**config.mk**
```make
export PLATFORM = sky130hd
export DESIGN_NAME = counter_multi
export DESIGN_NICKNAME = d
export VERILOG_FILES = /design/src/rtl/counter_pkg.sv /design/src/rtl/counter_channel.sv /design/src/rtl/counter_multi.sv
export SDC_FILE = /design/constraint.sdc
export NUM_CORES = 1
export LEC_CHECK = 0
export ABC_CLOCK_PERIOD_IN_PS = 4370
export CAP_MARGIN = 20
export CELL_PAD_IN_SITES_DETAIL_PLACEMENT = 0
export CELL_PAD_IN_SITES_GLOBAL_PLACEMENT = 1
export CORE_MARGIN = 4
export CORE_UTILIZATION = 34
export DETAILED_ROUTE_END_ITERATION = 8
export PLACE_DENSITY_LB_ADDON = 0.1
export SLEW_MARGIN = 10
export SYNTH_ARGS = -nofsm -noshare
export SYNTH_HDL_FRONTEND = slang
export SYNTH_SLANG_ARGS = --single-unit
```
**constraint.sdc**
```tcl
create_clock -name clock -period 4.37 [get_ports clock]
set_input_delay 0.874 -clock clock [delete_from_list [all_inputs] [get_ports clock]]
set_output_delay 0.874 -clock clock [all_outputs]
set_load 0.02 [all_outputs]
```
**src/rtl/counter_pkg.sv**
```systemverilog
// -----------------------------------------------------------------------------
// counter_pkg
// Shared constants and helpers for the multi-channel counter.
//   MODE_WRAP / MODE_SAT : boundary behaviour selectors for the Mode parameter
//   clamp(value, limit)  : returns value limited to at most limit
// -----------------------------------------------------------------------------
package counter_pkg;

  localparam int MODE_WRAP = 0;
  localparam int MODE_SAT  = 1;

  // Loaded values beyond the modulus are pinned to the top of the range
  function automatic int unsigned clamp(input int unsigned value,
                                        input int unsigned limit);
    return (value > limit) ? limit : value;
  endfunction

endpackage

```
**src/rtl/counter_channel.sv**
```systemverilog
// -----------------------------------------------------------------------------
// counter_channel
// One Size-bit up/down counter with synchronous load, modulo Limit+1 counting,
// wrap or saturate at the boundaries, a registered terminal-count pulse and a
// sticky overflow flag.
// Ports:
//   clock          : rising-edge clock
//   reset          : synchronous active-low reset
//   enable         : count enable
//   up             : 1 = increment, 0 = decrement
//   load           : synchronous load strobe (beats enable)
//   load_value     : load data, clamped to Limit
//   clear_overflow : clears the sticky flag unless a boundary event coincides
//   count          : current count
//   tc             : one-cycle pulse following a boundary event
//   overflow       : sticky boundary-event flag
// -----------------------------------------------------------------------------
module counter_channel
  import counter_pkg::*;
#(
  parameter int          Size  = 5,
  parameter int unsigned Limit = (1 << Size) - 1,
  parameter int          Mode  = MODE_WRAP
) (
  input  logic            clock,
  input  logic            reset,
  input  logic            enable,
  input  logic            up,
  input  logic            load,
  input  logic [Size-1:0] load_value,
  input  logic            clear_overflow,
  output logic [Size-1:0] count,
  output logic            tc,
  output logic            overflow
);

  localparam logic [Size-1:0] LIMIT_V = Size'(Limit);
  localparam logic [Size-1:0] ZERO_V  = '0;
  localparam logic [Size-1:0] ONE_V   = Size'(1);

  logic [Size-1:0] r_count;
  logic            r_tc;
  logic            r_overflow;

  logic            w_atTop;
  logic            w_atBottom;
  logic            w_boundary;
  logic [Size-1:0] w_loadClamped;
  logic [Size-1:0] w_nextCount;

  assign w_atTop       = (r_count >= LIMIT_V);
  assign w_atBottom    = (r_count == ZERO_V);
  assign w_loadClamped = Size'(clamp(32'(load_value), Limit));

  // A boundary event is a counting step that would leave the 0..Limit range
  assign w_boundary = enable && !load && (up ? w_atTop : w_atBottom);

  // Next count: load first, then counting, otherwise hold
  always_comb begin
    w_nextCount = r_count;
    if (load) begin
      w_nextCount = w_loadClamped;
    end else if (enable) begin
      if (up) begin
        if (w_atTop)
          w_nextCount = (Mode == MODE_SAT) ? LIMIT_V : ZERO_V;
        else
          w_nextCount = r_count + ONE_V;
      end else begin
        if (w_atBottom)
          w_nextCount = (Mode == MODE_SAT) ? ZERO_V : LIMIT_V;
        else
          w_nextCount = r_count - ONE_V;
      end
    end
  end

  // State registers; a boundary event in the same cycle as a clear keeps the flag set
  always_ff @(posedge clock) begin
    if (!reset) begin
      r_count    <= '0;
      r_tc       <= 1'b0;
      r_overflow <= 1'b0;
    end else begin
      r_count <= w_nextCount;
      r_tc    <= w_boundary;
      if (w_boundary)
        r_overflow <= 1'b1;
      else if (clear_overflow)
        r_overflow <= 1'b0;
    end
  end

  assign count    = r_count;
  assign tc       = r_tc;
  assign overflow = r_overflow;

endmodule

```
**src/rtl/counter_multi.sv**
```systemverilog
// -----------------------------------------------------------------------------
// counter_multi
// Channels independent Size-bit counters sharing a modulus (Limit+1) and a
// wrap/saturate Mode. Per-channel vectors are packed with channel i in
// bits [i*Size +: Size] (or bit i for single-bit signals).
// Ports:
//   clock, reset   : rising-edge clock, synchronous active-low reset
//   enable, up     : per-channel count enable and direction
//   load           : per-channel synchronous load strobe
//   load_value     : per-channel load data
//   clear_overflow : per-channel sticky-flag clear
//   count          : per-channel count
//   tc             : per-channel registered terminal-count pulse
//   overflow       : per-channel sticky boundary-event flag
// -----------------------------------------------------------------------------
module counter_multi
  import counter_pkg::*;
#(
  parameter int          Size     = 5,
  parameter int          Channels = 2,
  parameter int unsigned Limit    = (1 << Size) - 1,
  parameter int          Mode     = MODE_WRAP
) (
  input  logic                     clock,
  input  logic                     reset,
  input  logic [Channels-1:0]      enable,
  input  logic [Channels-1:0]      up,
  input  logic [Channels-1:0]      load,
  input  logic [Channels*Size-1:0] load_value,
  input  logic [Channels-1:0]      clear_overflow,
  output logic [Channels*Size-1:0] count,
  output logic [Channels-1:0]      tc,
  output logic [Channels-1:0]      overflow
);

  for (genvar i = 0; i < Channels; i++) begin : g_channel
    counter_channel #(
      .Size  (Size),
      .Limit (Limit),
      .Mode  (Mode)
    ) u_channel (
      .clock          (clock),
      .reset          (reset),
      .enable         (enable[i]),
      .up             (up[i]),
      .load           (load[i]),
      .load_value     (load_value[i*Size +: Size]),
      .clear_overflow (clear_overflow[i]),
      .count          (count[i*Size +: Size]),
      .tc             (tc[i]),
      .overflow       (overflow[i])
    );
  end

endmodule

```
==> metrics, run 1 <==
std cell rows=19; I/O pin total=34; Layout area overhead=30.6%; vias per inst=5.52; commonest cells after routing, fill and taps aside=clkdlybuf4s50_1, o21ai_0, nand2_1, dfxtp_1; Post-Place Setup Slack=1.80 ns; routed length per instance=13.8 µm; DP HPWL=2030 µm; Worst Path Class, Setup=flop to primary output; power density cells=243 mW/mm²; CTS buffer count=3; RD Place Congestion=0.794; cell count after synthesis=140; Post-DRT Antenna Nets=0; Syn Std Cell Area=0.00105 mm²; actual slew at the worst max-slew pin=0.571 ns; CTS root buf=clkbuf_4; Buf/Inv on CP=1; CP delay by family, top=buffers and inverters; CTS hold repair buffers=0; Critical Path Source=g_channel[0].u_channel.count[2]$_SDFFE_PN0P_; Max IR drop VDD=0.0000782 V; initial antenna violation count=0; sequential fraction of the synthesis area=26.6%; die area=0.00406 mm²; Worst R2R Start=g_channel[0].u_channel.count[0]$_SDFFE_PN0P_; Flop pwr share=45.9%; Critical Path Start Type=flop; Internal Pwr Total=225 µW; core area=0.00285 mm²; sum of negative setup slack=0 ns; drt first pass iters=4; DRT iter0 DRCs=49; RSZ-0062 raised after global routing=no; clock skew=0.000370 ns; post-synthesis cell type count=41; Max Cap Viol=0; Setup violations, final=0; max_slew headroom=61.8%; Skew-Pair Late Insertion Delay=0.27 ns; fillers=292; PostCTS Resize Cnt=0; Worst EP arrival=1.48 ns; combinational share of power=32.4%; Max FO, Critical Path=10; CP max stage delay=0.68 ns; GRT Residual Overflow=0; vias in the first global route=957; Tot GR Track Use=13.8%; CTS tree=built; worst hold path class=flop to flop; clk slew on worst S/H paths=0.09 ns; Sw Ratio=32.6%; CTS HTree Levels=1; area occupied by multi-input gates=672 µm²; Worst Slack Setup Final=2.01 ns; Leakage Power=0.000520 µW; Slew Limit Fails=0; DRC=0; largest net degree at the start of global routing=17; Period minus WS final=2.36 ns; final wirelength=2690 µm; Buffers on Ports=33; Final period util=53.9%; Starting Density=37.0%; Post-synth ARST share=0%; # nets final=192; Die Span X=63.7 µm; Critical Path Sink Type=primary output; crit path cell chain=clkdlybuf4s50_1; global-route wire length before repair=4600 µm; prevailing post-synth register cell=dfxtp_1; syn_nets=166; Vert. Die Dim=63.7 µm; layout cells sized above 1=3.05%; Syn. warnings=0; Final Hold Fails=0; commonest non-fill, non-tap cell in the layout=clkdlybuf4s50_1; Bufs on Longest Clock Path=2; hold_sp=g_channel[0].u_channel.overflow$_SDFFE_PN0P_; Via Count=1,076; status=finished, final reports clean; sw power=109 µW; antenna cells=0; Max Fclk=424 MHz; Reg area=280 µm²; Post-CTS Setup Repair Bufs=0; WP data required=3.50 ns; Clk network pwr share=21.8%; Yosys reg bits=14; slowest CP cell=clkdlybuf4s50_1; EDFF count, synth=0; syn avg cell area=7.53 µm²; clk sinks=14
==> cell type report <==
class	count	area share, %
Multi-Input combinational cell	105	48.8
Timing Repair Buffer	33	24.0
Sequential cell	14	20.3
Tap cell	31	2.82
Inverter	9	2.45
Clock buffer	3	1.63
==> metal layers <==
metal	global-route usage, %	vias up	routed length [µm]
li1	-	558	-
met1	20.9	486	1510
met4	2.43	0	20
met5	0	-	0
met2	19.9	30	1050
met3	2.66	2	108
==> kinds of logic after synthesis <==
| logic type | synth area share [%] |
|---|---|
| and+or+nand+nor | 26.6 |
| AOI/OAI and AO/OA | 26.5 |
| buffers and inverters | 9.73 |
| DFF | 26.6 |
| adders and majority gates | 7.12 |
| xor gates and xnor gates | 1.66 |
| muxes | 1.90 |
==> final timing paths <==
| kind | endpoint | slack, ns | depth (start not counted) |
|---|---|---|---|
| max | count[2] | 2.01 | 1 |
| min | g_channel[0].u_channel.overflow$_SDFFE_PN0P_ | 0.51 | 2 |
| max reg2reg | g_channel[0].u_channel.count[1]$_SDFFE_PN0P_ | 2.42 | 7 |
| min reg2reg | g_channel[0].u_channel.overflow$_SDFFE_PN0P_ | 0.51 | 2 |
==> cell usage after synthesis (2+ instances only) <==
cell,number,area share [%]
a21oi_1,9,4.3
a31oi_1,4,2.4
and2_1,2,1.2
and3_1,2,1.2
buf_4,4,2.8
clkbuf_1,6,2.1
dfxtp_1,14,27
ha_1,6,7.1
inv_1,9,3.2
mux2i_1,2,1.9
nand2_1,14,5.0
nand2b_1,3,1.8
nand3_1,4,1.9
nor2_1,4,1.4
nor2b_1,5,3.0
nor3_1,5,2.4
nor3b_1,2,1.4
nor4b_1,2,1.7
o211ai_1,5,3.6
o21ai_0,14,6.6
or3_1,4,2.4
==> flip-flops by register name (all words and copies together) (netlist names) <==
register	count
g_channel.u_channel.count	10
g_channel.u_channel.overflow	2
g_channel.u_channel.tc	2
==> power by group through the flow <==
| stage | Combinational [µW] | Sequential [µW] | Clock [µW] |
|---|---|---|---|
| floorplan | 60.1 | 159 | 0 |
| global placement | 107 | 156 | 0 |
| detailed placement | 108 | 156 | 0 |
| CTS | 108 | 153 | 75.1 |
| global route | 119 | 155 | 78.8 |
| finish | 108 | 153 | 72.7 |
==> per-stage QoR <==
stage | std cells | hold slack [ns] | util [%] | total power, µW | instance area [µm²]
after global routing | 195 | 0.549 | 48.3 | 353 | 1380
final | 195 | 0.513 | 48.3 | 334 | 1380
after detailed placement | 192 | 0.488 | 47.5 | 264 | 1360
after CTS | 195 | 0.510 | 48.3 | 337 | 1380
after floorplan | 140 | 0.458 | - | 219 | 1050
after global placement | 192 | 0.481 | 47.5 | 263 | 1360
Note: power is estimated with default switching activity, not from simulation.
==> inputs of run 2 (changes only) <==
--- a/config.mk
+++ b/config.mk
@@ -5,12 +5,12 @@
 export SDC_FILE = /design/constraint.sdc
 export NUM_CORES = 1
 export LEC_CHECK = 0
-export ABC_CLOCK_PERIOD_IN_PS = 4370
+export ABC_CLOCK_PERIOD_IN_PS = 2300
 export CAP_MARGIN = 20
 export CELL_PAD_IN_SITES_DETAIL_PLACEMENT = 0
 export CELL_PAD_IN_SITES_GLOBAL_PLACEMENT = 1
 export CORE_MARGIN = 4
-export CORE_UTILIZATION = 34
+export CORE_UTILIZATION = 32
 export DETAILED_ROUTE_END_ITERATION = 8
 export PLACE_DENSITY_LB_ADDON = 0.1
 export SLEW_MARGIN = 10
==> constraint.sdc (replaced) <==
create_clock -name clock -period 2.3 [get_ports clock]
set_input_delay 0.46 -clock clock [delete_from_list [all_inputs] [get_ports clock]]
set_output_delay 0.46 -clock clock [all_outputs]
set_load 0.02 [all_outputs]
==> run 2 against run 1 <==
  * Critical path depth up 6
  * Count of clock-buffer cells in the layout up 1
  * Core utilization is 2.2 points lower
  * Worst setup slack worse by 1.7 ns
  * Wire length grew 0.74%
  * Cell count up 8.7%
  * Cell area increased by 3.8%
  * Highest routed layer unchanged
==> metrics, run 2 (synthesis gave the netlist of run 1 again) <==
Die Span X=65.4 µm (was 63.7 µm); RD Place Congestion=0.808 (was 0.794); Post-CTS Setup Repair Bufs=0 (unchanged); worst hold path class=flop to flop (unchanged); CTS root buf=clkbuf_4 (unchanged); status=finished, final reports clean (unchanged); Worst Path Class, Setup=flop to flop (was flop to primary output); std cell rows=20 (was 19); commonest cells after routing, fill and taps aside=clkdlybuf4s50_1, o21ai_0, nand2_1, dfxtp_1 (unchanged); Via Count=1,104 (was 1,076); vias in the first global route=1,091 (was 957); GRT Residual Overflow=0 (unchanged); Worst EP arrival=2.18 ns (was 1.48 ns); clock skew=0.00404 ns (was 0.000370 ns); WP data required=2.51 ns (was 3.50 ns); Final period util=85.4%; final wirelength=2710 µm (was 2690 µm); die area=0.00428 mm² (was 0.00406 mm²); Max Cap Viol=0 (unchanged); Slew Limit Fails=0 (unchanged); DP HPWL=2100 µm (was 2030 µm); layout cells sized above 1=5.36% (was 3.05%); Skew-Pair Late Insertion Delay=0.28 ns (was 0.27 ns); Buffers on Ports=33 (unchanged); global-route wire length before repair=4660 µm (was 4600 µm); CTS buffer count=3 (unchanged); r2r setup slk=0.34 ns (was 2.42 ns); commonest non-fill, non-tap cell in the layout=clkdlybuf4s50_1 (unchanged); core area=0.00310 mm² (was 0.00285 mm²); RSZ-0062 raised after global routing=no (unchanged); sum of negative setup slack=0 ns (unchanged); Leakage Power=0.000542 µW (was 0.000520 µW); Post-DRT Antenna Nets=0 (unchanged); Setup violations, final=0 (unchanged); I/O pin total=34 (unchanged); CTS hold repair buffers=0 (unchanged); CTS tree=built (unchanged); fillers=358 (was 292); max FFs per register=10 (unchanged); initial antenna violation count=0 (unchanged); actual slew at the worst max-slew pin=0.471 ns (was 0.571 ns); DRT iter0 DRCs=41 (was 49); Max IR drop VDD=0.000168 V (was 0.0000782 V); power density cells=475 mW/mm² (was 243 mW/mm²); routed length per instance=12.8 µm (was 13.8 µm); clk slew on worst S/H paths=0.09 ns (about the same); Starting Density=34.0% (was 37.0%); Max FO, Critical Path=7 (was 10); Vert. Die Dim=65.4 µm (was 63.7 µm); antenna cells=0 (unchanged); largest net degree at the start of global routing=12 (was 17); # nets final=195 (was 192); Final Hold Fails=0 (unchanged); PostCTS Resize Cnt=0 (unchanged); vias per inst=5.21 (was 5.52); max_slew headroom=68.2% (was 61.8%); Critical Path Start Type=flop (unchanged); Max Fclk=509 MHz; Period minus WS final=1.96 ns; CTS HTree Levels=1 (unchanged); Tot GR Track Use=13.8% (about the same); clk sinks=14 (unchanged); Critical Path Sink Type=flop (was primary output); Post-Place Setup Slack=0.325 ns (was 1.80 ns); Layout area overhead=35.6% (was 30.6%); DRC=0 (unchanged); Worst Slack Setup Final=0.336 ns (was 2.01 ns); drt first pass iters=4 (unchanged); Bufs on Longest Clock Path=2 (unchanged)
[run 2: power by group]
group	internal (µW)	switching [µW]	leakage, µW	total, µW
combinational	112	96.1	0.000405	208
clock	96.3	83.7	0.0000210	180
sequential	259	32.0	0.000116	291
total	467	212	0.000542	679
[run 2: metrics by stage]
step                      power (µW)  util, %  cell area [µm²]  hold WS (ns)  std cells
after floorplan                  416        -             1050         0.458        140
after global placement           505     44.9             1390         0.481        208
after detailed placement         505     44.9             1390         0.481        208
after CTS                        693     46.1             1430         0.505        212
after global routing             733     46.1             1430         0.543        212
final                            679     46.1             1430         0.496        212
[run 2: worst paths after layout]
path / from / endpoint / depth (start not counted)
hold / removal: g_channel[0].u_channel.overflow$_SDFFE_PN0P_ / g_channel[0].u_channel.overflow$_SDFFE_PN0P_ / 2
setup / recovery: g_channel[0].u_channel.count[0]$_SDFFE_PN0P_ / g_channel[0].u_channel.count[1]$_SDFFE_PN0P_ / 7
setup reg to reg: g_channel[0].u_channel.count[0]$_SDFFE_PN0P_ / g_channel[0].u_channel.count[1]$_SDFFE_PN0P_ / 7
hold reg to reg: g_channel[0].u_channel.overflow$_SDFFE_PN0P_ / g_channel[0].u_channel.overflow$_SDFFE_PN0P_ / 2
[run 2: metal layers]
metal	wire length, µm	share of wire [%]	vias to the layer above	track usage [%]
met5	0	0	-	0
met4	15	0.55	0	4.66
met3	152	5.6	2	2.91
met2	1310	48	30	23.3
met1	1230	46	513	17.4
li1	-	-	559	-
[run 2: layout make-up]
class,instances,area (µm²),share of cell area [%]
repair buffers,36,353,24.7
clock buffers,4,36.3,2.54
flip-flops and latches,14,280,19.6
inverters,9,33.8,2.36
multi-input cells,105,672,47.0
well taps,44,55.1,3.85
[run 2: critical path: stages (launching register included)]
cell and delay [ns]:
dfxtp_1 0.39, ha_1 0.25, and3_1 0.19, ha_1 0.22, nand2b_1 0.15, a41oi_1 0.39, a21oi_1 0.14, nor3_1 0.18
==> inputs of run 3 (changes only) <==
--- a/config.mk
+++ b/config.mk
@@ -5,6 +5,7 @@
 export SDC_FILE = /design/constraint.sdc
 export NUM_CORES = 1
 export LEC_CHECK = 0
+export ABC_AREA = 1
 export ABC_CLOCK_PERIOD_IN_PS = 2300
 export CAP_MARGIN = 20
 export CELL_PAD_IN_SITES_DETAIL_PLACEMENT = 0
==> run 3 against run 2 <==
  * Via count grew 1.7%
  * Register-to-register slack better by 0.33 ns
  * Cell area grew 4.3%
  * Cell count rose by 15%
  * Synthesized cell count increased by 18%
  * Sequential power is 3% lower
  * Non-clock buffer count unchanged
  * First-iteration DRC count increased by 46%
  * Flip-flop and latch count unchanged
  * Core utilization shrank 1.4 points
==> metrics, run 3 <==
CTS root buf=clkbuf_4 (unchanged); Max Fclk=527 MHz (was 509 MHz); CTS HTree Levels=1 (unchanged); area leader, netlist=dfxtp_1 (unchanged); post-synthesis cell type count=26 (was 41); fillers=354 (was 358); CTS buffer count=3 (unchanged); max_slew headroom=73.8% (was 68.2%); Area contributors post-synth=dfxtp_1, nand2_1, ha_1 (was dfxtp_1, ha_1, o21ai_0); Post-DRT Antenna Nets=0 (unchanged); cell count after synthesis=165 (was 140); Critical Path Sink Type=primary output (was flop); vias in the first global route=1,053 (was 1,091); prevailing post-synth register cell=dfxtp_1 (unchanged); Slew Limit Fails=0 (unchanged); worst hold path class=flop to flop (unchanged); Post-synth top cells=nand2_1, nor2_1, inv_1 (was dfxtp_1, nand2_1, o21ai_0); antenna cells=0 (unchanged); CP max stage delay=0.66 ns (was 0.39 ns); CTS hold repair buffers=0 (unchanged); syn_nets=191 (was 166); core area=0.00334 mm² (was 0.00310 mm²); Max IR drop VDD=0.000332 V (was 0.000168 V); DP HPWL=2230 µm (was 2100 µm); Syn. warnings=0 (unchanged); Worst Path Class, Setup=flop to primary output (was flop to flop); Layout area overhead=35.5% (was 35.6%); RSZ-0062 raised after global routing=no (unchanged); power density cells=473 mW/mm² (was 475 mW/mm²); Leakage Power=0.000681 µW (was 0.000542 µW); clk slew on worst S/H paths=0.09 ns (about the same); die area=0.00444 mm² (was 0.00428 mm²); WP data required=1.84 ns (was 2.51 ns); max FFs per register=10 (unchanged); Max Cap Viol=0 (unchanged); Final Power=706 µW (was 679 µW); Setup violations, final=0 (unchanged); Final period util=82.5% (was 85.4%); Period minus WS final=1.90 ns (was 1.96 ns); Yosys reg bits=14 (unchanged); final core occ=44.7% (was 46.1%); Via Count=1,123 (was 1,104); routed length per instance=11.3 µm (was 12.8 µm); std cell rows=21 (was 20); GRT Residual Overflow=0 (unchanged); # nets final=225 (was 195); Post-CTS Setup Repair Bufs=0 (unchanged); DRC=0 (unchanged); Worst path depth=1 (was 7); area occupied by multi-input gates=701 µm² (was 672 µm²); Die Span X=66.7 µm (was 65.4 µm); Buf/Inv on CP=1 (was 0); Skew-Pair Late Insertion Delay=0.28 ns (about the same); Worst Setup EP=count[3] (was g_channel[0].u_channel.count[1]$_SDFFE_PN0P_); top cell type's share of synthesized area=25.5% (was 26.6%); Vert. Die Dim=66.7 µm (was 65.4 µm); PostCTS Resize Cnt=0 (unchanged); Critical Path Start Type=flop (unchanged); slowest CP cell=clkdlybuf4s50_1 (was dfxtp_1); Tot GR Track Use=13.3% (was 13.8%); Worst R2R Start=g_channel[0].u_channel.count[0]$_SDFFE_PN0P_ (unchanged); initial antenna violation count=0 (unchanged); depth of the most critical reg-to-reg path=11 (was 7); clock skew=0.00454 ns (was 0.00404 ns); dpl cells=240 (was 208); clk sinks=14 (unchanged); RD Place Congestion=0.852 (was 0.808); sum of negative setup slack=0 ns (unchanged); r2r setup slk=0.67 ns (was 0.34 ns); final wirelength=2770 µm (was 2710 µm); Worst EP arrival=1.44 ns (was 2.18 ns); Final Hold Fails=0 (unchanged); commonest cells after routing, fill and taps aside=nand2_1, clkdlybuf4s50_1, nor2_1, inv_1, dfxtp_1 (was clkdlybuf4s50_1, o21ai_0, nand2_1, dfxtp_1); EDFF count, synth=0 (unchanged); status=finished, final reports clean (unchanged); actual slew at the worst max-slew pin=0.392 ns (was 0.471 ns); Max FO, Critical Path=7 (unchanged); Bufs on Longest Clock Path=2 (unchanged); DRT iter0 DRCs=60 (was 41); CP delay by family, top=buffers and inverters (was compound AO/OA/AOI/OAI gates); drt first pass iters=4 (unchanged); sequential fraction of the synthesis area=25.5% (was 26.6%); vias per inst=4.60 (was 5.21); crit path cell chain=clkdlybuf4s50_1 (was ha_1 -> and3_1 -> ha_1 -> nand2b_1 -> a41oi_1 -> a21oi_1 -> nor3_1); most numerous cell in the Yosys netlist=nand2_1; Reg area=280 µm² (unchanged); I/O pin total=34 (unchanged); Syn Std Cell Area=0.00110 mm² (was 0.00105 mm²); largest net degree at the start of global routing=11 (was 12); layout cells sized above 1=12.6% (was 5.36%); r2r endpoint=g_channel[0].u_channel.count[3]$_SDFFE_PN0P_ (was g_channel[0].u_channel.count[1]$_SDFFE_PN0P_); Post-synth ARST share=0% (unchanged); commonest non-fill, non-tap cell in the layout=nand2_1 (was clkdlybuf4s50_1); Critical Path Source=g_channel[0].u_channel.count[3]$_SDFFE_PN0P_ (was g_channel[0].u_channel.count[0]$_SDFFE_PN0P_); fin cells=244 (was 212); syn avg cell area=6.67 µm² (was 7.53 µm²); Buffers on Ports=33 (unchanged); global-route wire length before repair=4640 µm (was 4660 µm); CTS tree=built (unchanged); Starting Density=33.0% (was 34.0%)
[run 3: tightest hold or removal path: cells and delay by family, from the launching register on]
kind	cells	cell delay, ns
simple gates	1	0.07
compound gates	1	0.05
flops	1	0.32
[run 3: final cells by class]
type | instances | area share, %
Multi-Input combinational cell | 127 | 47.0
Sequential cell | 14 | 18.8
Timing Repair Buffer | 36 | 23.7
Inverter | 17 | 4.28
Tap cell | 46 | 3.86
Clock buffer | 4 | 2.43
[run 3: power by group]
| group | total (µW) | switching [µW] | leakage (µW) | internal (µW) |
|---|---|---|---|---|
| sequential | 282 | 23.3 | 0.000115 | 258 |
| combinational | 248 | 131 | 0.000545 | 117 |
| clock | 176 | 79.9 | 0.0000210 | 96.2 |
| total | 706 | 235 | 0.000681 | 471 |
[run 3: cell families (layout without fill, tap and decap cells)]
group           after synthesis  count (layout)  synth area share [%]
fa+ha+maj                     6               6                  6.82
simple gates                 95              95                  40.2
buf+inv                      24              57                  10.9
xor+xnor                      5               5                  3.98
compound gates               21              21                  12.6
flops                        14              14                  25.5
[run 3: metrics by stage]
stage / setup WS, ns / instance area, µm² / hold WS, ns
after global placement: 0.543 / 1460 / 0.464
final: 0.403 / 1490 / 0.477
after floorplan: 0.772 / 1100 / 0.456
after CTS: 0.379 / 1490 / 0.481
after global routing: 0.322 / 1490 / 0.514
after detailed placement: 0.545 / 1460 / 0.466
[run 3: layer usage]
metal | GRT usage, % | wire, µm
met1 | 20.2 | 1530
met2 | 19.3 | 1100
met3 | 3.71 | 143
met4 | 0.761 | 0
met5 | 0 | 0
[run 3: worst min-delay path by stage]
stage | from | end | cells past startpoint
CTS | g_channel[0].u_channel.overflow$_SDFFE_PN0P_ | g_channel[0].u_channel.overflow$_SDFFE_PN0P_ | 2
detailed placement | g_channel[0].u_channel.overflow$_SDFFE_PN0P_ | g_channel[0].u_channel.overflow$_SDFFE_PN0P_ | 2
global placement | g_channel[1].u_channel.overflow$_SDFFE_PN0P_ | g_channel[1].u_channel.overflow$_SDFFE_PN0P_ | 2
finish | g_channel[0].u_channel.overflow$_SDFFE_PN0P_ | g_channel[0].u_channel.overflow$_SDFFE_PN0P_ | 2
global route | g_channel[0].u_channel.overflow$_SDFFE_PN0P_ | g_channel[0].u_channel.overflow$_SDFFE_PN0P_ | 2
floorplan | g_channel[0].u_channel.overflow$_SDFFE_PN0P_ | g_channel[0].u_channel.overflow$_SDFFE_PN0P_ | 2
